[config.mk]
export PLATFORM = sky130hd
export DESIGN_NAME = minmax_tracker
export DESIGN_NICKNAME = d
export VERILOG_FILES = /design/src/rtl/minmax_pkg.sv /design/src/rtl/extremum_update.sv /design/src/rtl/minmax_tracker.sv
export SDC_FILE = /design/constraint.sdc
export NUM_CORES = 1
export LEC_CHECK = 0
export BUFFER_PORTS_ARGS = -buffer_cell sky130_fd_sc_hd__buf_4
export CORE_UTILIZATION = 57
export DETAILED_ROUTE_END_ITERATION = 6
export PLACE_DENSITY = 0.9
export SYNTH_ARGS = -nofsm -noshare
export SYNTH_HDL_FRONTEND = slang
export SYNTH_SLANG_ARGS = --single-unit
[constraint.sdc]
create_clock -name Clk -period 3 [get_ports Clk]
set_input_delay 0.6 -clock Clk [delete_from_list [all_inputs] [get_ports Clk]]
set_output_delay 0.6 -clock Clk [all_outputs]
set_load 0.05 [all_outputs]
[src/rtl/minmax_pkg.sv]
// Shared definitions for the streaming min/max tracker.
package minmax_pkg;

  localparam int unsigned DEF_DATAWIDTH = 8;
  localparam int unsigned DEF_IDXWIDTH  = 8;

  typedef enum logic {
    ST_ACCUM = 1'b0,
    ST_HOLD  = 1'b1
  } state_t;

endpackage

[src/rtl/extremum_update.sv]
// Combinational running-extremum step; MAX_MODE picks strict-greater, else strict-less.
module extremum_update
  import minmax_pkg::*;
#(
  parameter int unsigned DATAWIDTH = DEF_DATAWIDTH,
  parameter int unsigned IDXWIDTH  = DEF_IDXWIDTH,
  parameter bit          MAX_MODE  = 1'b0
) (
  input  logic [DATAWIDTH-1:0] cur_val,
  input  logic [IDXWIDTH-1:0]  cur_idx,
  input  logic [DATAWIDTH-1:0] cand_val,
  input  logic [IDXWIDTH-1:0]  cand_idx,
  input  logic                 first,
  output logic [DATAWIDTH-1:0] next_val,
  output logic [IDXWIDTH-1:0]  next_idx
);

  logic better;

  always_comb begin
    // Strict compare keeps the earliest index on ties.
    better = MAX_MODE ? (cand_val > cur_val) : (cand_val < cur_val);
    if (first || better) begin
      next_val = cand_val;
      next_idx = cand_idx;
    end else begin
      next_val = cur_val;
      next_idx = cur_idx;
    end
  end

endmodule

[src/rtl/minmax_tracker.sv]
// Frame-level min/max/index/count tracker with valid/ready input and result handshakes.
module minmax_tracker
  import minmax_pkg::*;
#(
  parameter int unsigned DATAWIDTH = DEF_DATAWIDTH,
  parameter int unsigned IDXWIDTH  = DEF_IDXWIDTH
) (
  input  logic                 Clk,
  input  logic                 Rst,
  input  logic                 in_valid,
  output logic                 in_ready,
  input  logic [DATAWIDTH-1:0] in_data,
  input  logic                 in_last,
  output logic                 out_valid,
  input  logic                 out_ready,
  output logic [DATAWIDTH-1:0] out_min,
  output logic [DATAWIDTH-1:0] out_max,
  output logic [IDXWIDTH-1:0]  out_min_idx,
  output logic [IDXWIDTH-1:0]  out_max_idx,
  output logic [IDXWIDTH-1:0]  out_count,
  output logic                 out_ovf
);

  state_t state_q, state_d;

  logic                 run_q;
  logic                 first_q;
  logic                 ovf_q;
  logic [IDXWIDTH-1:0]  idx_q;
  logic [DATAWIDTH-1:0] min_q, max_q;
  logic [IDXWIDTH-1:0]  min_idx_q, max_idx_q;

  logic                 accept;
  logic [IDXWIDTH-1:0]  sample_idx;
  logic                 ovf_next;
  logic [DATAWIDTH-1:0] min_next, max_next;
  logic [IDXWIDTH-1:0]  min_idx_next, max_idx_next;

  extremum_update #(
    .DATAWIDTH (DATAWIDTH),
    .IDXWIDTH  (IDXWIDTH),
    .MAX_MODE  (1'b0)
  ) u_min (
    .cur_val  (min_q),
    .cur_idx  (min_idx_q),
    .cand_val (in_data),
    .cand_idx (sample_idx),
    .first    (first_q),
    .next_val (min_next),
    .next_idx (min_idx_next)
  );

  extremum_update #(
    .DATAWIDTH (DATAWIDTH),
    .IDXWIDTH  (IDXWIDTH),
    .MAX_MODE  (1'b1)
  ) u_max (
    .cur_val  (max_q),
    .cur_idx  (max_idx_q),
    .cand_val (in_data),
    .cand_idx (sample_idx),
    .first    (first_q),
    .next_val (max_next),
    .next_idx (max_idx_next)
  );

  // run_q holds in_ready low until the first edge after reset release.
  assign in_ready   = run_q && (state_q == ST_ACCUM);
  assign out_valid  = (state_q == ST_HOLD);
  assign accept     = in_valid && in_ready;
  assign sample_idx = first_q ? '0 : idx_q;
  // Sticky overflow: set when the index wraps from all-ones back to 0.
  assign ovf_next   = (!first_q && ovf_q) || (sample_idx == '1);

  always_comb begin
    state_d = state_q;
    unique case (state_q)
      ST_ACCUM: if (accept && in_last) state_d = ST_HOLD;
      ST_HOLD:  if (out_ready) state_d = ST_ACCUM;
      default:  state_d = ST_ACCUM;
    endcase
  end

  always_ff @(posedge Clk or posedge Rst) begin
    if (Rst) begin
      state_q <= ST_ACCUM;
    end else begin
      state_q <= state_d;
    end
  end

  always_ff @(posedge Clk or posedge Rst) begin
    if (Rst) begin
      run_q       <= 1'b0;
      first_q     <= 1'b1;
      ovf_q       <= 1'b0;
      idx_q       <= '0;
      min_q       <= '0;
      max_q       <= '0;
      min_idx_q   <= '0;
      max_idx_q   <= '0;
      out_min     <= '0;
      out_max     <= '0;
      out_min_idx <= '0;
      out_max_idx <= '0;
      out_count   <= '0;
      out_ovf     <= 1'b0;
    end else begin
      run_q <= 1'b1;
      if (accept) begin
        min_q     <= min_next;
        max_q     <= max_next;
        min_idx_q <= min_idx_next;
        max_idx_q <= max_idx_next;
        idx_q     <= sample_idx + 1'b1;
        ovf_q     <= ovf_next;
        first_q   <= in_last;
        if (in_last) begin
          out_min     <= min_next;
          out_max     <= max_next;
          out_min_idx <= min_idx_next;
          out_max_idx <= max_idx_next;
          out_count   <= sample_idx + 1'b1;
          out_ovf     <= ovf_next;
        end
      end
    end
  end

endmodule

# Yosys cells after proc, flatten, opt, wreduce, memory -nomap -nowiden
# Cells that the tools add are included.
# totals
inputBits	13
wordCells	37
out_inout_bits	43
register_bits	85
# classes
bitwise_logic	1
mux	8
n_addsub	1
n_eq_ne	1
reduce_logical	9
order_cmp	2
# ops
cell	count
two-way mux 8 bit	5
adder 8 x 1 -> 8 bit (second input constant)	1
== test 8 bit (second input constant)	1
greater-than comparator 8 bit	1
< comparator 8 bit	1
logical AND 1 bit	4
logical OR 1 bit	3
two-way mux 1 bit	2
one-hot mux 1 bit (2 select lines)	1
AND reduction 2 bit	1
zero test 1 bit	1
NOT 1 bit	1

# Logic depth before layout (Yosys ltp)
# logic_depth
ltp_word	6
mapped_depth	10
mapped_depth_nobuf	7

# By module
# Synthesis repeated with hierarchy kept, for this count alone.
# unflattened
hier_cells	474
hier_area_um2	4395.5
# by_module_without_submodules
mod	cells_per_inst	seq_area_each_um2	n_inst	area_each_um2
minmax_tracker	385	2128.3	1	3474.6
extremum_update (u_min)	42	0.0	1	461.7
extremum_update (u_max)	47	0.0	1	459.2

# Least setup slack after synthesis
# OpenSTA, ideal clock, no wires.
# synth_timing
path_kind	in2reg
startpoint	input port in_data[7]
endpoint	register max_q[0]
cell_stages	7
required_ps	2875
slack_ps	622
t_arrival_ps	2254
cell_sequence	ha_1 nand4_1 nor2_1 o21ai_1 o21ai_2 buf_2 mux2_2
# synth_via
elab_chain_len	3
# synth_lines
item	line	text
from (decl)	minmax_tracker.sv:12	input logic [DATAWIDTH-1:0] in_data,
greater-than comparator 8 bit	extremum_update.sv:22	better = MAX_MODE ? (cand_val > cur_val) : (cand_val < cur_val);
logical OR 1 bit	extremum_update.sv:23	if (first || better) begin
two-way mux 8 bit	extremum_update.sv:23	
to (signal assigned)	minmax_tracker.sv:112	max_q <= max_next;
to (decl)	minmax_tracker.sv:30	logic [DATAWIDTH-1:0] min_q, max_q;
# Every way passes these cells.
# A chain may end at the register's enable or synchronous reset.

# Worst setup path in the final report
# layout_timing
startpoint	register max_q[1]
endpoint	register max_idx_q[4]
# layout_via
elab_chain_len	3
# layout_lines
item	line	text
greater-than comparator 8 bit	extremum_update.sv:22	
logical OR 1 bit	extremum_update.sv:23	
two-way mux 8 bit	extremum_update.sv:23	
to (signal assigned)	minmax_tracker.sv:114	max_idx_q <= max_idx_next;
to (decl)	minmax_tracker.sv:31	logic [IDXWIDTH-1:0] min_idx_q, max_idx_q;
# Every way passes these cells.

==> flow_metrics.tcl <==
set metrics [dict create \
    status "finished clean" \
    routed_wire_length_per_instance_um 17.0 \
    cp_data_arrival_time_ns 2.85 \
    port-buffer-count 55 \
    detail_route.first_pass.iterations 5 \
    layout-drive-gt1-share_pct 22.7 \
    row_count 30 \
    synth.avg_cell_area_um2 10.4 \
    setup_viol_count_final 0 \
    synth.yosys.seq_area_share_pct 51.2 \
    syn_nets 429 \
    num_vias 3223 \
    antenna_violating_nets_left 0 \
    most-common-layout-cells "84 x dfrtp_1, 63 x buf_4, 49 x nand2_1, 33 x o21ai_0, 24 x nor2_1" \
    detail_route.iter0.violations 248 \
    root_buffer "clkbuf_8" \
    synth-edff-count 0 \
    drc 0 \
    syn_inst 400 \
    sw_ratio_pct 42.2 \
    postCtsSetupRepairBufs 0 \
    detail_route.vias_per_cell 5.86 \
    finish.utilization_pct 70.3 \
    numClockSinks 85 \
    timing_worst_setup_path_type "register to register" \
    finalNonFillerCells 550 \
    fin_worst_skew_ns 0.00604 \
    grt_pass1_wl_um 15400 \
    yosysWarnings 0 \
    timing.final.crit_period_ns 2.60 \
    clock_tree.htree_level_count 3 \
    grt.total_usage_pct 26.9 \
    dp_cells 535 \
    antenna_found_initial 0 \
    cts_repair_resize_count 0 \
    yosys_register_bits 85 \
    unrepaired_setup_endpoints_after_global_routing "no" \
    final_common_cell "dfrtp_1" \
    cts_buffers 9 \
    finalHoldViolCount 0 \
    maxSlewViolCount 0 \
    power_frac_clock_pct 18.3 \
    grt_start_max_net_pins 55 \
    asyncSetResetFlopFracSynth_pct 100 \
    top_level_ports 56 \
    synthFlopType "dfrtp_1" \
    grt_overflow_total 0 \
    synthToLayoutAreaGrowth_pct 16.8 \
    setup_crit_end_kind "register" \
    cts_tree "done" \
    layout.nets 479 \
    worst_setup_hold_path_clk_slew_ns 0.08 \
    worstRegToRegCells 8 \
    worst_slew_margin_rel_pct 47.3 \
    floorplan.die_area_mm2 0.00763 \
    power.density_mw_per_mm2 939 \
    die_w_um 87.4 \
    placement.cell_area_mm2 0.00465 \
    p_int_uw 2630 \
    insertion_delay_ns 0.36 \
    worst_slew_pin_slew_ns 0.789 \
    pwr-share-seq_pct 37.3 \
    die_y_um 87.4 \
    initial_core_util_pct 60.1 \
    gp_congestion 0.829 \
    worst-endpoint-required_ns 3.25 \
    worst_ir_drop_vdd_mv 0.624 \
    min_period_over_period_pct 86.6 \
    layout.cell_area.non_filler_mm2 0.00485 \
    setup_tns_after_final_layout_ns 0 \
    hold_class "primary input to asynchronous set/reset pin" \
    insertedDiodeCount 0 \
    p_comb_share_pct 44.4 \
    max-cap-violations 0 \
    power_switching_uw 1920 \
    worst_hold_slack_ns 0.278 \
    detail_route.wirelength_um 9350 \
    cts.path.max_buffers 2 \
    yosysUniqueCellTypes 43 \
    path_max_fanout 16 \
    core_area_mm2 0.00691 \
    mapped_cell_area_mm2 0.00415 \
    achievable-frequency_ghz 0.385 \
    leakage_uw 0.00231 \
    crit_path_start_kind "register" \
    dp_hpwl_um 6380 \
    vias_in_the_first_global_route 3220 \
    cts_hold_repair.buffers 0 \
]
metal layers:
layer | vias up | wire length (um) | GRT usage [%]
li1 | 1505 | - | -
met1 | 1597 | 3810 | 33.5
met2 | 101 | 4840 | 45.9
met3 | 20 | 451 | 3.89
met4 | 0 | 250 | 13.4
met5 | - | 0 | 0
through the flow:
step                      worst slack, ns  power, uW
after CTS                           0.424       4560
after floorplan                     0.208       3150
after global placement              0.260       3630
after global routing                0.273       4790
final                               0.403       4560
after detailed placement            0.170       3700
path summary, 6_finish.rpt:
kind                                           from                        to  slack [ns]
max                            max_q[1]$_DFFE_PP0P_  max_idx_q[4]$_DFFE_PP0P_        0.40
min                                             Rst    out_min[6]$_DFFE_PP0P_        0.28
max reg2reg                    max_q[1]$_DFFE_PP0P_  max_idx_q[4]$_DFFE_PP0P_        0.40
min reg2reg                out_count[5]$_DFFE_PP0P_  out_count[5]$_DFFE_PP0P_        0.48
max in group asynchronous                       Rst       first_q$_DFFE_PP1P_        2.01
min in group Clk                          out_ready       out_valid$_DFF_PP0_        0.42
critical path, cell delays in order, from the launching register on:
cell and delay (ns):
dfrtp_1 0.38, inv_1 0.06, ha_1 0.30, nor2b_1 0.17
o211ai_1 0.13, a211oi_2 0.68, o21ai_2 0.33, buf_4 0.25
a22o_1 0.18
sequential cells by signal, indices dropped and copies added, names as in the netlist:
signal and flops:
run_q 1, min_idx_q 8, out_ovf 1, max_idx_q 8, out_count 8, max_q 8, first_q 1, ovf_q 1
idx_q 8, out_min_idx 8, out_valid 1, min_q 8, out_max_idx 8, out_max 8, out_min 8
synthesized netlist by cell type (2+ instances only):
library cell | number | area (um2)
buf_2 | 3 | 15.0
buf_6 | 3 | 33.8
nand2b_4 | 2 | 27.5
o21ai_0 | 33 | 165
or3_1 | 7 | 43.8
o31ai_1 | 2 | 15.0
and3_1 | 12 | 75.1
inv_1 | 18 | 67.6
o21a_1 | 4 | 30.0
mux2i_1 | 18 | 180
a31oi_1 | 8 | 50.1
nand2_1 | 49 | 184
a32oi_1 | 2 | 17.5
nand4_1 | 4 | 25.0
ha_1 | 16 | 200
a221o_1 | 8 | 80.1
mux2_2 | 14 | 158
a21oi_1 | 22 | 110
buf_1 | 4 | 15.0
a22o_1 | 16 | 140
xnor2_1 | 4 | 35.0
nor2b_1 | 10 | 62.6
dfrtp_1 | 84 | 2100
clkbuf_1 | 15 | 56.3
nor2_1 | 24 | 90.1
final cells by class:
class,instances,area (um2)
flip-flops and latches,85,2130
clock inverters,4,47.5
repair buffers,64,493
inverters,18,68.8
fillers,539,2050
well taps,96,120
clock buffers,11,151
multi-input cells,272,1840
power by group through the flow:
stage                     Clock, uW  Sequential [uW]  Combinational [uW]
after floorplan                   0             2160                 988
after global placement            0             1690                1940
after detailed placement          0             1710                2000
after CTS                       837             1690                2030
after global routing            882             1740                2180
final                           833             1700                2030
kinds of logic after synthesis:
kind of cell / synth area share, %
other: 0.0903
and+or+nand+nor: 13.3
DFF: 51.2
buffers and inverters: 4.52
muxes: 8.49
AOI/OAI and AO/OA: 16.7
xor gates and xnor gates: 0.843
adders and majority gates: 4.82
Note: power is estimated with default switching activity, not from simulation.
